==> config.mk <==
export PLATFORM = sky130hd
export DESIGN_NAME = fetch_unit
export DESIGN_NICKNAME = d
export VERILOG_FILES = /design/src/rtl/fetch_unit.sv
export SDC_FILE = /design/constraint.sdc
export NUM_CORES = 1
export LEC_CHECK = 0
export BUFFER_PORTS_ARGS = -buffer_cell sky130_fd_sc_hd__buf_4
export CAP_MARGIN = 20
export CELL_PAD_IN_SITES_DETAIL_PLACEMENT = 2
export CELL_PAD_IN_SITES_GLOBAL_PLACEMENT = 2
export CORE_MARGIN = 10
export CORE_UTILIZATION = 35
export CTS_CLUSTER_DIAMETER = 50
export DETAILED_ROUTE_END_ITERATION = 8
export MAX_ROUTING_LAYER = met4
export PLACE_DENSITY_LB_ADDON = 0.12
export SETUP_SLACK_MARGIN = 0.05
export SLEW_MARGIN = 20
export SYNTH_ARGS = -nofsm -noshare
export SYNTH_HDL_FRONTEND = slang
export SYNTH_SLANG_ARGS = --single-unit
==> constraint.sdc <==
create_clock -name clk -period 16.95 [get_ports clk]
set_input_delay 2.5425 -clock clk [delete_from_list [all_inputs] [get_ports clk]]
set_output_delay 2.5425 -clock clk [all_outputs]
set_load 0.02 [all_outputs]
==> src/rtl/fetch_unit.sv <==
`default_nettype none
// ============================================================================
// Module   : fetch_unit
// Desc     : Instruction fetch: PC, I$ lookup, miss refill from DRAM, simple
//            static branch prediction, instruction FIFO toward dispatch.
//            Define IFU_STATIC_BTFN_EN for backward-taken/forward-not-taken.
// Revision : 1.0 - initial release
// ============================================================================
module fetch_unit #(
    parameter int                    ADDR_WIDTH  = 32,
    parameter int                    INSTR_WIDTH = 32,
    parameter int                    BLOCK_SIZE  = 64,
    parameter int                    IFIFO_DEPTH = 8,
    parameter logic [ADDR_WIDTH-1:0] RESET_PC    = '0
) (
    input  logic                   clk,
    input  logic                   rst_aL,
    input  logic [ADDR_WIDTH-1:0]  recovery_PC,
    input  logic                   recovery_PC_valid,
    input  logic                   backend_stall,
    output logic [ADDR_WIDTH-1:0]  icache_addr,
    input  logic                   icache_hit,
    input  logic [BLOCK_SIZE-1:0]  icache_rdata,
    output logic                   icache_fill_we,
    output logic [ADDR_WIDTH-1:0]  icache_fill_addr,
    output logic [BLOCK_SIZE-1:0]  icache_fill_data,
    output logic                   dram_req_valid,
    input  logic                   dram_req_ready,
    output logic [ADDR_WIDTH-1:0]  dram_req_addr,
    input  logic                   dram_resp_valid,
    input  logic [BLOCK_SIZE-1:0]  dram_resp_data,
    input  logic                   dispatch_ready,
    output logic                   instr_valid,
    output logic [INSTR_WIDTH-1:0] instr_data,
    output logic [ADDR_WIDTH-1:0]  instr_pc,
    output logic                   instr_is_cond_br,
    output logic                   instr_pred_taken,
    output logic [ADDR_WIDTH-1:0]  instr_target
);

    localparam int c_words = BLOCK_SIZE / INSTR_WIDTH;
    localparam int c_off_w = $clog2(BLOCK_SIZE / 8);
    localparam int c_ptr_w = $clog2(IFIFO_DEPTH);
    localparam int c_cnt_w = c_ptr_w + 1;

    localparam logic [ADDR_WIDTH-1:0] c_block_mask = ~ADDR_WIDTH'(BLOCK_SIZE / 8 - 1);
    localparam logic [c_cnt_w-1:0]    c_full_count = c_cnt_w'(IFIFO_DEPTH);
    localparam logic [6:0]            c_op_jal     = 7'b1101111;
    localparam logic [6:0]            c_op_branch  = 7'b1100011;

    typedef enum logic [1:0] {
        RUN       = 2'd0,
        MISS_REQ  = 2'd1,
        MISS_WAIT = 2'd2,
        FILL      = 2'd3
    } state_t;

    typedef struct packed {
        logic [INSTR_WIDTH-1:0] instr;
        logic [ADDR_WIDTH-1:0]  pc;
        logic                   is_cond_br;
        logic                   pred_taken;
        logic [ADDR_WIDTH-1:0]  target;
    } fifo_entry_t;

    state_t                  r_state;
    state_t                  w_state_nxt;
    logic [ADDR_WIDTH-1:0]   r_pc;
    logic [ADDR_WIDTH-1:0]   r_miss_addr;
    logic [BLOCK_SIZE-1:0]   r_fill_data;
    fifo_entry_t             r_fifo_mem [IFIFO_DEPTH];
    logic [c_ptr_w-1:0]      r_wr_ptr;
    logic [c_ptr_w-1:0]      r_rd_ptr;
    logic [c_cnt_w-1:0]      r_count;

    logic [INSTR_WIDTH-1:0]  w_instr;
    logic [ADDR_WIDTH-1:0]   w_imm_b;
    logic [ADDR_WIDTH-1:0]   w_imm_j;
    logic [ADDR_WIDTH-1:0]   w_pc_plus4;
    logic [ADDR_WIDTH-1:0]   w_target;
    logic [ADDR_WIDTH-1:0]   w_next_pc;
    logic                    w_is_jal;
    logic                    w_is_cond_br;
    logic                    w_pred_taken;
    logic                    w_full;
    logic                    w_empty;
    logic                    w_enq;
    logic                    w_deq;
    logic                    w_miss;
    fifo_entry_t             w_entry;
    fifo_entry_t             w_head;

    assign icache_addr = r_pc;

    generate
        if (c_words > 1) begin : g_multi_word
            logic [INSTR_WIDTH-1:0] w_words [c_words];
            for (genvar gi = 0; gi < c_words; gi++) begin : g_word
                assign w_words[gi] = icache_rdata[gi*INSTR_WIDTH +: INSTR_WIDTH];
            end
            assign w_instr = w_words[r_pc[c_off_w-1:2]];
        end else begin : g_single_word
            assign w_instr = icache_rdata[INSTR_WIDTH-1:0];
        end
    endgenerate

    // RISC-V B/J immediates, sign-extended to the address width
    assign w_imm_b = {{(ADDR_WIDTH-12){w_instr[31]}}, w_instr[7], w_instr[30:25],
                      w_instr[11:8], 1'b0};
    assign w_imm_j = {{(ADDR_WIDTH-20){w_instr[31]}}, w_instr[19:12], w_instr[20],
                      w_instr[30:21], 1'b0};

    assign w_is_jal     = (w_instr[6:0] == c_op_jal);
    assign w_is_cond_br = (w_instr[6:0] == c_op_branch);

`ifdef IFU_STATIC_BTFN_EN
    assign w_pred_taken = w_is_cond_br & w_instr[31];
`else
    assign w_pred_taken = 1'b0;
`endif

    assign w_pc_plus4 = r_pc + ADDR_WIDTH'(4);
    assign w_target   = w_is_jal     ? r_pc + w_imm_j :
                        w_is_cond_br ? r_pc + w_imm_b : w_pc_plus4;
    assign w_next_pc  = (w_is_jal || w_pred_taken) ? w_target : w_pc_plus4;

    assign w_entry = {w_instr, r_pc, w_is_cond_br, w_pred_taken, w_target};

    assign w_full  = (r_count == c_full_count);
    assign w_empty = (r_count == '0);

    always_comb begin
        w_state_nxt    = r_state;
        dram_req_valid = 1'b0;
        icache_fill_we = 1'b0;
        w_enq          = 1'b0;
        w_miss         = 1'b0;
        case (r_state)
            RUN: begin
                if (!recovery_PC_valid) begin
                    if (!icache_hit) begin
                        w_miss      = 1'b1;
                        w_state_nxt = MISS_REQ;
                    end else if (!backend_stall && !w_full) begin
                        w_enq = 1'b1;
                    end
                end
            end
            MISS_REQ: begin
                dram_req_valid = 1'b1;
                if (dram_req_ready) w_state_nxt = MISS_WAIT;
            end
            MISS_WAIT: begin
                if (dram_resp_valid) w_state_nxt = FILL;
            end
            FILL: begin
                icache_fill_we = 1'b1;
                w_state_nxt    = RUN;
            end
            default: w_state_nxt = RUN;
        endcase
        if (!rst_aL) begin
            dram_req_valid = 1'b0;
            icache_fill_we = 1'b0;
            w_enq          = 1'b0;
            w_miss         = 1'b0;
        end
    end

    always_ff @(posedge clk) begin
        if (!rst_aL) begin
            r_state     <= RUN;
            r_pc        <= RESET_PC;
            r_miss_addr <= '0;
            r_fill_data <= '0;
        end else begin
            r_state <= w_state_nxt;
            // Redirect wins over everything, but an in-flight refill still completes
            if (recovery_PC_valid) begin
                r_pc <= recovery_PC;
            end else if (w_enq) begin
                r_pc <= w_next_pc;
            end
            if (w_miss) begin
                r_miss_addr <= r_pc & c_block_mask;
            end
            if (r_state == MISS_WAIT && dram_resp_valid) begin
                r_fill_data <= dram_resp_data;
            end
        end
    end

    assign dram_req_addr    = r_miss_addr;
    assign icache_fill_addr = r_miss_addr;
    assign icache_fill_data = r_fill_data;

    // Head is only visible from the registered FIFO: no enqueue bypass
    assign instr_valid = rst_aL && !w_empty && !recovery_PC_valid;
    assign w_deq       = instr_valid && dispatch_ready;

    always_ff @(posedge clk) begin
        if (!rst_aL || recovery_PC_valid) begin
            r_wr_ptr <= '0;
            r_rd_ptr <= '0;
            r_count  <= '0;
        end else begin
            if (w_enq) r_wr_ptr <= r_wr_ptr + c_ptr_w'(1);
            if (w_deq) r_rd_ptr <= r_rd_ptr + c_ptr_w'(1);
            case ({w_enq, w_deq})
                2'b10:   r_count <= r_count + c_cnt_w'(1);
                2'b01:   r_count <= r_count - c_cnt_w'(1);
                default: r_count <= r_count;
            endcase
        end
    end

    always_ff @(posedge clk) begin
        if (w_enq) begin
            r_fifo_mem[r_wr_ptr] <= w_entry;
        end
    end

    assign w_head           = r_fifo_mem[r_rd_ptr];
    assign instr_data       = w_head.instr;
    assign instr_pc         = w_head.pc;
    assign instr_is_cond_br = w_head.is_cond_br;
    assign instr_pred_taken = w_head.pred_taken;
    assign instr_target     = w_head.target;

endmodule
`default_nettype wire
# Word-level counts from Yosys, hierarchy flattened
# Memory sizes are Yosys's and may differ from the RTL's. A register that Yosys moved wholly into a read port is not among the register bits.
# Cells that the tools add are included.
[op_classes]
magnitude_cmp = 1
n_mux = 31
bitwise = 1
eq_ne = 12
reduce_logical = 16
add_sub_neg = 7
[op_table]
columns = ["operator", "n"]
rows = [
  ["32-bit 2-to-1 mux", 8],
  ["32-bit adder", 2],
  ["32-bit by 3-bit adder with 32-bit output (second input constant)", 1],
  ["1-bit 2-to-1 mux", 15],
  ["7-bit equality test (second input constant)", 2],
  ["2-bit 2-to-1 mux", 4],
  ["2-bit inequality test (second input constant)", 4],
  ["2-bit one-hot mux with 4 select lines", 1],
  ["4-bit one-hot mux with 2 select lines", 1],
  ["3-bit by 1-bit adder with 3-bit output (second input constant)", 2],
  ["2-bit equality test (second input constant)", 3],
  ["3-bit 2-to-1 mux", 2],
  ["1-bit logical AND", 5],
  ["1-bit logical NOT", 5],
  ["4-bit by 1-bit adder with 4-bit output (second input constant)", 1],
  ["2-bit by 1-bit equality test with 1-bit output (second input constant)", 2],
  ["4-bit equality test (second input constant)", 1],
  ["4-bit logical NOT", 1],
  ["4-bit AND reduction", 1],
  ["2-bit nonzero test", 2],
  ["4-bit by 1-bit subtractor with 4-bit output (second input constant)", 1],
  ["2-bit >= comparator (second input constant)", 1],
  ["2-bit logical NOT", 1],
  ["1-bit inverter with 2-bit output", 1],
  ["1-bit logical OR", 1],
]
[totals]
register_bits = 137
word_cells = 76
n_memories = 1
out_inout_bits = 261
ram_bits = 776
[mem_list]
columns = ["name", "depth", "word_bits", "rd", "rd_ports_with_merged_regs", "wr", "line_no", "text"]
rows = [
  ["r_fifo_mem", 8, 97, 1, 1, 1, "71", "fifo_entry_t r_fifo_mem [IFIFO_DEPTH];"],
]

# Longest topological paths before layout
# Gate-level depths: netlist of run 1.
[depth]
ltp_word = 10
ltp_mapped = 15
mapped_depth_nobuf = 13

# Worst setup path after synthesis of run 1
# No wires, ideal clock.
[synth_timing]
kind = "input port to flip-flop"
from = "input port rst_aL"
to = "memory r_fifo_mem[1][10] (netlist name), enable pin"
stages = 9
path_buffers = 3
arrival_ns = 13.546
slack_ns = 2.583
t_required_ns = 16.129
cell_sequence = "buf_4 -> nor2b_1 -> nand2_1 -> nor3_1 -> and2_2 -> inv_1 -> clkbuf_1 -> buf_1 -> nor4b_1"
[synth_via]
elab_chain_len = 3
[synth_lines]
columns = ["item", "line_no", "text"]
rows = [
  ["start: declaration", "17", "input logic rst_aL,"],
  ["1-bit 2-to-1 mux", "162", "if (!rst_aL) begin"],
  ["1-bit 2-to-1 mux", "218", "if (w_enq) begin"],
  ["1-bit 2-to-1 mux (not written as such)", "219", "r_fifo_mem[r_wr_ptr] <= w_entry;"],
  ["end: declaration", "71", ""],
]
# No other way between the ends.

==> results of run 1 <==
[power by group through the flow]
stage	clock (uW)	combinational, uW	sequential [uW]
after floorplan	0	301	2590
after global placement	0	579	2560
after detailed placement	0	599	2570
after CTS	2560	602	2520
after global routing	2650	647	2520
final	2500	597	2520
[layout make-up]
cell class / count / area, sq um
Tap cell: 1488 / 1860
Clock inverter: 82 / 825
Inverter: 30 / 113
Clock buffer: 138 / 3110
Fill cell: 10800 / 63200
Multi-Input combinational cell: 1383 / 12300
Antenna cell: 12 / 30.0
Sequential cell: 908 / 25900
Timing Repair Buffer: 481 / 3640
[stage by stage]
stage	setup WS, ns	utilization, %	area, sq um
global route	9.31	43.1	47800
detailed placement	9.57	39.5	43800
CTS	9.53	43.0	47700
finish	9.54	43.1	47800
global placement	9.72	39.5	43800
floorplan	2.58	-	39300
[per-layer routing]
| metal | routed length, um | share of wire, % |
|---|---|---|
| met3 | 8930 | 6.6 |
| met5 | 0 | 0 |
| met1 | 56900 | 42 |
| met2 | 65400 | 49 |
| met4 | 2940 | 2.2 |
[cell families (layout without fill, tap and decap cells)]
| logic type | count (synthesis) | count (layout) | synth area share, % |
|---|---|---|---|
| XOR/XNOR | 71 | 71 | 1.58 |
| AO/OA/AOI/OAI | 399 | 399 | 6.85 |
| multiplexers | 327 | 327 | 14.9 |
| flip-flops | 908 | 908 | 65.9 |
| buffers and inverters | 220 | 731 | 2.90 |
| other | 1 | 19 | 0.00955 |
| adder cells (fa/ha/maj) | 56 | 56 | 1.82 |
| AND/OR/NAND/NOR | 523 | 523 | 6.11 |
[flip-flops by register name, summed over array words and instances (netlist names), named ones only]
| name | cells |
|---|---|
| icache_fill_data | 64 |
| r_wr_ptr | 3 |
| r_count | 4 |
| icache_addr | 32 |
| r_rd_ptr | 3 |
| r_state | 2 |
| dram_req_addr | 29 |
| r_fifo_mem | 768 |
[final timing paths]
path,endpoint,cells past startpoint
setup / recovery,instr_valid,5
hold / removal,icache_fill_data[17],2
setup reg to reg,r_fifo_mem[5][27],10
hold reg to reg,icache_fill_data[17],2
[tightest hold or removal path: stages, from the launching register on]
cell and delay [ns]:
dfxtp_1 0.31, nand2_1 0.05, a21oi_1 0.05
[cell usage in the layout (no fill, tap or decap), types with 16 or more instances in the layout]
master | Yosys | final
a211oi_1 | 30 | 30
edfxtp_1 | 768 | 768
ha_1 | 54 | 54
buf_4 | 42 | 479
nor2_1 | 84 | 82
inv_1 | 27 | 27
xnor2_1 | 35 | 35
mux4_2 | 192 | 192
nand2_1 | 268 | 267
o21ai_0 | 57 | 57
mux2_2 | 124 | 124
nand3_1 | 29 | 29
a21o_1 | 20 | 20
a21boi_0 | 35 | 35
clkbuf_1 | 94 | 16
clkinv_1 | 2 | 17
o211ai_1 | 16 | 16
dfxtp_1 | 140 | 136
a21oi_1 | 124 | 124
clkinv_2 | 0 | 20
nor3_1 | 49 | 47
clkbuf_16 | 1 | 122
xor2_1 | 36 | 36
==> flow_metrics.py, run 1 <==
metrics = {
    "global_routing": {
        "grtUsageMet1_pct": 26.8,
        "grt_max_degree": 97,
        "gr-total-overflow": 0,
        "grt_use_met2_pct": 34.8,
        "grt_pass1_wl_mm": 196,
        "grt_util_met3_pct": 5.41,
        "first_global_vias": 27500,
        "antenna_found_initial": 14,
        "track_usage_pct": 21.5,
        "grt-busiest-layer": "met2",
    },
    "power": {
        "leakagePower_uw": 0.0163,
        "switching_power_uw": 1440,
        "totalPowerFinal_uw": 5610,
        "clock_power_share_pct": 44.5,
        "seq_power_share_pct": 44.9,
        "internal-power_uw": 4180,
        "p_per_area_mw_per_mm2": 117,
        "irDropWorstVdd_mv": 0.0747,
        "p_sw_share_pct": 25.6,
        "comb_power_share_pct": 10.6,
    },
    "synthesis": {
        "synthArstFlopShare_pct": 0,
        "synth_area_leader_cell": "edfxtp_1",
        "synth_area_per_cell_sq_um": 15.7,
        "yosysSeqAreaShare_pct": 65.9,
        "synthTopCellsByCount": "edfxtp_1, nand2_1, mux4_2",
        "synth_edf_count": 768,
        "synth_top_area_share_pct": 58.7,
        "yosys.cell_count.top_type": "edfxtp_1",
        "synthTopCellsByArea": "edfxtp_1, mux4_2, dfxtp_1, mux2_2, nand2_1",
        "syn_area_sq_mm": 0.0393,
        "ys_seq_elements": 908,
        "synth_cell_types": 94,
        "yosys_warnings": 0,
        "ys.flop_type": "edfxtp_1",
        "netlist_instances": 2505,
    },
    "sta": {
        "final.min_clock_period_ns": 7.41,
        "setup_violations": 0,
        "hold_viol_final": 0,
        "slew_violations": 0,
        "whs_ns": 0.460,
        "rsz0062_at_grt": "no",
        "max_slew_margin_pct": 28.0,
        "fmax_mhz": 135,
        "tns_ns": 0,
        "finalCritPeriodShare_pct": 43.7,
        "worst_pin_slew_ns": 1.08,
        "skew_ns": 0.0298,
    },
    "clocking": {
        "cts_tree": "yes",
        "cts.hold.buffers_added": 0,
        "cts_setup_buffers": 0,
        "clkLatencyLatePin_ns": 0.74,
        "cts_buffer_depth": 3,
        "numCtsBuffers": 118,
        "numClockSinks": 908,
        "h-tree-depth": 3,
        "clockRootBuffer": "clkbuf_16",
        "cts.clk_slew.worst_paths_ns": 0.06,
        "post_cts_resized": 0,
    },
    "final_layout": {
        "num-nets-final": 3146,
        "stdcell_count": 4522,
        "area_growth_pct": 21.8,
        "drive_gt1_share_pct": 34.4,
    },
    "drt": {
        "drt_iter0_markers": 1507,
        "viasPerCell": 5.39,
        "wl_per_cell_um": 29.7,
        "dr.pass1.iters": 5,
        "routed_wl_mm": 134,
        "vias": 24400,
        "drc_errors": 0,
        "ant_nets": 0,
    },
    "critical_path": {
        "cpLargestDelayFamily": "buffers and inverters",
        "rr_startpoint": "icache_addr[2]",
        "cp.required_ns": 14.41,
        "start_kind": "input port",
        "critical-path-max-stage-delay_ns": 0.81,
        "crit_chain": "buf_4 -> clkinv_1 -> nand2_1 -> a21oi_1 -> buf_4",
        "critPathCaptureType": "output pin",
        "path_class": "input port to output pin",
        "r2r_slack_ns": 12.15,
        "crit_top_cell": "buf_4",
        "cp.arrival_ns": 4.87,
        "startpoint": "recovery_PC_valid",
        "critPathSlowestCell": "clkinv_1",
        "cp_max_fo": 37,
        "path_buf_inv": 3,
    },
    "min_path": {
        "min_from": "icache_fill_data[17]",
        "hp-class": "flip-flop to flip-flop",
    },
    "floorplan": {
        "dieWidth_um": 355,
        "start_util_pct": 35.4,
        "fp-row-count": 122,
        "die-height_um": 355,
        "die_area_sq_mm": 0.126,
        "ios": 429,
        "core_sq_mm": 0.111,
    },
    "run": {
        "drv_cap": 0,
    },
    "placement": {
        "gp_congestion": 0.868,
        "dp.cells": 4289,
        "dpl.hpwl_mm": 90.4,
        "port_buffers": 421,
    },
    "outcome": {
        "status": "finished, final reports clean",
    },
}
Note: power is estimated with default switching activity, not from simulation.
==> inputs of run 2 (changes only) <==
==> constraint.sdc (replaced) <==
create_clock -name clk -period 7.5 [get_ports clk]
set_input_delay 1.125 -clock clk [delete_from_list [all_inputs] [get_ports clk]]
set_output_delay 1.125 -clock clk [all_outputs]
set_load 0.02 [all_outputs]
==> run 2 against run 1 <==
Against the previous run:
- worst setup slack got worse by 7.0 ns
- non-clock buffer count fell by 5
- routed wire length rose by 1.7%
- hold slack got worse by 0.0014 ns
- flip-flop and latch count did not move
- sequential power rose by 130%
- die area did not move
- total power rose by 130%
- global-route usage rose by 0.33 points
- sequential share of layout area fell by 0.21 points
- critical endpoint is now r_fifo_mem[4][27]
- largest cell class unchanged
==> flow_metrics.py, run 2 (synthesis gave the netlist of run 1 again) <==
metrics = {
    "outcome": {
        "status": "finished, final reports clean",
    },
    "sta": {
        "hold_viol_final": 0,
        "rsz0062_at_grt": "no",
        "whs_ns": 0.458,
        "fmax_mhz": 203,
        "setup_violations": 0,
        "worst_pin_slew_ns": 1.04,
        "setup_slack_ns": 2.57,
        "max_slew_margin_pct": 30.1,
        "final.min_clock_period_ns": 4.93,
        "finalCritPeriodShare_pct": 65.7,
        "tns_ns": 0,
        "slew_violations": 0,
        "skew_ns": 0.0377,
    },
    "critical_path": {
        "critPathCaptureType": "flip-flop",
        "cp.required_ns": 7.86,
        "critical-path-max-stage-delay_ns": 0.76,
        "crit_chain": "mux2_2 -> ha_1 -> and4_1 -> nand2_1 -> nand4b_1 -> a31oi_1 -> o21a_1 -> a21oi_1 -> xor2_1 -> o221ai_1",
        "cp.arrival_ns": 5.29,
        "path_class": "flip-flop to flip-flop",
        "start_kind": "flip-flop",
        "critPathSlowestCell": "o221ai_1",
        "cp_max_fo": 31,
    },
    "floorplan": {
        "die_area_sq_mm": 0.126,
        "die-height_um": 355,
        "ios": 429,
        "core_sq_mm": 0.111,
        "fp-row-count": 122,
        "dieWidth_um": 355,
        "start_util_pct": 35.4,
    },
    "clocking": {
        "cts_buffer_depth": 3,
        "h-tree-depth": 3,
        "post_cts_resized": 0,
        "numClockSinks": 908,
        "clockRootBuffer": "clkbuf_16",
        "cts.hold.buffers_added": 0,
        "clkLatencyLatePin_ns": 0.72,
        "cts.clk_slew.worst_paths_ns": 0.06,
        "numCtsBuffers": 119,
        "cts_setup_buffers": 0,
        "cts_tree": "yes",
    },
    "final_layout": {
        "largest_register_ffs": 768,
        "drive_gt1_share_pct": 34.6,
        "seq_area_sq_mm": 0.0259,
        "stdcell_count": 4519,
        "mostFrequentLayoutCells": "edfxtp_1, buf_4, nand2_1",
        "multi_input_area_sq_mm": 0.0124,
        "top_register": "r_fifo_mem",
        "mostFrequentLayoutCell": "edfxtp_1",
        "area_growth_pct": 22.2,
        "nFillCells": 10800,
        "num-nets-final": 3142,
    },
    "placement": {
        "port_buffers": 421,
        "dp.cells": 4285,
        "gp_congestion": 0.920,
        "post-place-ws_ns": 2.09,
        "dpl.hpwl_mm": 90.7,
    },
    "global_routing": {
        "gr-total-overflow": 0,
        "grt_max_degree": 114,
        "antenna_found_initial": 14,
        "grt_pass1_wl_mm": 198,
        "track_usage_pct": 21.9,
        "first_global_vias": 27700,
    },
    "drt": {
        "dr.pass1.iters": 5,
        "viasPerCell": 5.37,
        "routed_wl_mm": 136,
        "vias": 24300,
        "drc_errors": 0,
        "ant_nets": 0,
        "drt_iter0_markers": 1633,
        "wl_per_cell_um": 30.2,
    },
    "min_path": {
        "hp-class": "flip-flop to flip-flop",
    },
    "power": {
        "irDropWorstVdd_mv": 0.189,
        "leakagePower_uw": 0.0163,
        "totalPowerFinal_uw": 12800,
        "p_per_area_mw_per_mm2": 268,
    },
    "run": {
        "drv_cap": 0,
    },
}
==> run 2: worst max-delay path: cells and delay by family (launching register included) <==
family | cells | cell delay (ns)
AO/OA/AOI/OAI | 4 | 1.72
XOR/XNOR | 1 | 0.16
adder cells (fa/ha/maj) | 1 | 0.57
flip-flops | 1 | 0.65
multiplexers | 1 | 0.73
AND/OR/NAND/NOR | 3 | 0.69
==> run 2: final cells by class <==
cell class	instances	area share, %
sequential	908	53.9
clock inverter	87	2.08
multi-input combinational	1383	25.8
inverter	30	0.235
timing repair buffer	476	7.63
antenna	8	0.0417
tap	1488	3.88
clock buffer	139	6.43
==> run 2: final timing paths <==
check | endpoint | cells after the start | slack, ns | startpoint
worst max-delay path | r_fifo_mem[4][27] | 10 | 2.57 | icache_addr[2]
worst min-delay path | icache_fill_data[11] | 2 | 0.46 | icache_fill_data[11]
worst max register to register | r_fifo_mem[4][27] | 10 | 2.57 | icache_addr[2]
worst min register to register | icache_fill_data[11] | 2 | 0.46 | icache_fill_data[11]
==> run 2: per-stage QoR <==
stage / instance area, sq um / utilization (%)
5_1_grt: 48000 / 43.2
2_1_floorplan: 39300 / -
3_3_place_gp: 43900 / 39.5
3_5_place_dp: 43900 / 39.5
6_report: 48000 / 43.2
4_1_cts: 48000 / 43.2
==> run 2: where the power goes <==
| part | leakage (uW) | internal [uW] | switching [uW] |
|---|---|---|---|
| combinational | 0.00623 | 453 | 894 |
| clock | 0.00195 | 3500 | 2300 |
| sequential | 0.00812 | 5610 | 78.6 |
==> run 2: per-layer routing <==
metal	global-route usage [%]	up-vias	wire length, um	share of wire, %
met1	27.1	12800	57600	42
met4	5.77	0	2950	2.2
met5	-	-	0	0
li1	-	10600	-	-
met3	5.45	140	9340	6.8
met2	35.7	762	66500	49
==> inputs of run 3 (changes only) <==
==> constraint.sdc (replaced) <==
create_clock -name clk -period 4.6 [get_ports clk]
set_input_delay 0.69 -clock clk [delete_from_list [all_inputs] [get_ports clk]]
set_output_delay 0.69 -clock clk [all_outputs]
set_load 0.02 [all_outputs]
==> run 3 against run 2 <==
Against the previous run:
- worst setup slack got worse by 2.2 ns
- register-to-register slack lost 2.2 ns
- total power up 62%
- sequential share of layout area fell by 0.60 points
- via count up 1.2%
- critical path type unchanged
- largest cell class unchanged
- largest power group unchanged
==> flow_metrics.py, run 3 (synthesis gave the netlist of run 1 again) <==
metrics = {
    "floorplan": {
        "core_sq_mm": 0.111,
        "fp-row-count": 122,
        "start_util_pct": 35.4,
        "ios": 429,
        "dieWidth_um": 355,
        "die_area_sq_mm": 0.126,
        "die-height_um": 355,
    },
    "critical_path": {
        "critPathSlowestCell": "dfxtp_4",
        "cp.required_ns": 5.02,
        "cpLargestDelayFamily": "compound AO/OA/AOI/OAI gates",
        "start_kind": "flip-flop",
        "cp.arrival_ns": 4.66,
        "crit_chain": "buf_4 -> mux2_2 -> ha_1 -> and4_1 -> nand2b_1 -> o21bai_1 -> a21oi_2 -> a21oi_2 -> o21bai_1 -> xnor2_1 -> o221ai_1",
        "path_buf_inv": 1,
        "cp_max_fo": 19,
        "critical-path-max-stage-delay_ns": 0.56,
        "critPathCaptureType": "flip-flop",
        "path_class": "flip-flop to flip-flop",
    },
    "final_layout": {
        "final_cell_area_sq_mm": 0.0485,
        "num-nets-final": 3195,
        "area_growth_pct": 23.6,
        "mostFrequentLayoutCells": "edfxtp_1, buf_4, nand2_1",
        "drive_gt1_share_pct": 35.8,
        "largest_register_ffs": 768,
        "mostFrequentLayoutCell": "edfxtp_1",
        "top_register": "r_fifo_mem",
    },
    "placement": {
        "place_area_sq_mm": 0.0446,
        "dpl.hpwl_mm": 93.0,
        "gp_congestion": 0.844,
        "port_buffers": 421,
    },
    "sta": {
        "fmax_mhz": 236,
        "max_slew_margin_pct": 35.9,
        "skew_ns": 0.0255,
        "hold_viol_final": 0,
        "worst_pin_slew_ns": 0.961,
        "rsz0062_at_grt": "no",
        "finalCritPeriodShare_pct": 92.1,
        "setup_violations": 0,
        "slew_violations": 0,
        "final.min_clock_period_ns": 4.24,
    },
    "clocking": {
        "cts.clk_slew.worst_paths_ns": 0.06,
        "h-tree-depth": 3,
        "cts_tree": "yes",
        "numCtsBuffers": 115,
        "numClockSinks": 908,
        "cts_buffer_depth": 3,
        "clkLatencyLatePin_ns": 0.72,
        "clockRootBuffer": "clkbuf_16",
    },
    "power": {
        "irDropWorstVdd_mv": 0.277,
        "leakagePower_uw": 0.0166,
        "totalPowerFinal_uw": 20800,
        "p_per_area_mw_per_mm2": 428,
    },
    "outcome": {
        "status": "finished, final reports clean",
    },
    "drt": {
        "drt_iter0_markers": 1664,
        "dr.pass1.iters": 5,
        "vias": 24600,
        "viasPerCell": 5.38,
        "ant_nets": 0,
        "routed_wl_mm": 139,
        "drc_errors": 0,
        "wl_per_cell_um": 30.4,
    },
    "global_routing": {
        "grt_max_degree": 72,
        "grt_pass1_wl_mm": 203,
        "first_global_vias": 27900,
        "antenna_found_initial": 14,
        "track_usage_pct": 22.4,
        "gr-total-overflow": 0,
    },
    "min_path": {
        "hp-class": "input port to flip-flop",
    },
    "run": {
        "drv_cap": 0,
    },
}
-- run 3: cell count changes in the layout (fill, tap and decap cells not counted), sizes merged --
cell	before	now
clkinvlp	15	8
diode	8	14
clkinv	40	29
bufinv	15	13
buf	476	533
clkbuf	139	135
inv	47	55
-- run 3: routing by layer --
| layer | up-vias | part of all wire (%) | global-route usage, % |
|---|---|---|---|
| met2 | 765 | 48 | 36.2 |
| met1 | 12900 | 42 | 27.9 |
| met3 | 162 | 7.2 | 6.02 |
| li1 | 10700 | - | - |
| met5 | - | 0 | - |
| met4 | 0 | 2.3 | 5.67 |
-- run 3: per-stage QoR --
step | util, % | instances | setup slack [ns] | setup TNS [ns] | hold WS, ns
floorplan | - | 2511 | -0.623 | -174.31 | 0.463
global placement | 40.2 | 4342 | 0.348 | 0 | 0.445
detailed placement | 40.2 | 4342 | 0.0735 | 0 | 0.452
CTS | 43.7 | 4552 | 0.179 | 0 | 0.189
global route | 43.7 | 4563 | 0.0603 | 0 | 0.215
finish | 43.7 | 4566 | 0.361 | 0 | 0.229
-- run 3: timing repair --
action | 4_1_cts | 5_1_grt
resized for setup | 0 | 3
buffers inserted | 0 | 0
endpoints found under the setup margin | 0 | 17
hold buffers | 0 | 0
-- run 3: worst min-delay path: stages --
cell,delay [ns]
buf_4,0.11
nand2_1,0.05
a21oi_1,0.05
-- run 3: area by class of cell --
class | count | area, sq um
Antenna cell | 14 | 35.0
Clock buffer | 135 | 3030
Clock inverter | 75 | 881
Fill cell | 10700 | 62400
Inverter | 30 | 113
Multi-Input combinational cell | 1383 | 12400
Sequential cell | 908 | 25900
Tap cell | 1488 | 1860
Timing Repair Buffer | 533 | 4300
-- run 3: worst paths after layout --
check | from | end | slack (ns) | depth (start not counted)
max reg2reg | icache_addr[2] | r_fifo_mem[5][27] | 0.36 | 11
min reg2reg | icache_fill_data[27] | icache_fill_data[27] | 0.46 | 2
min | dram_resp_data[63] | icache_fill_data[63] | 0.23 | 3
max | icache_addr[2] | r_fifo_mem[5][27] | 0.36 | 11
-- run 3: report_power, final --
group	total (uW)	switching [uW]	internal, uW	leakage (uW)
clock	9260	3760	5500	0.00190
combinational	2260	1480	775	0.00656
sequential	9250	106	9150	0.00812
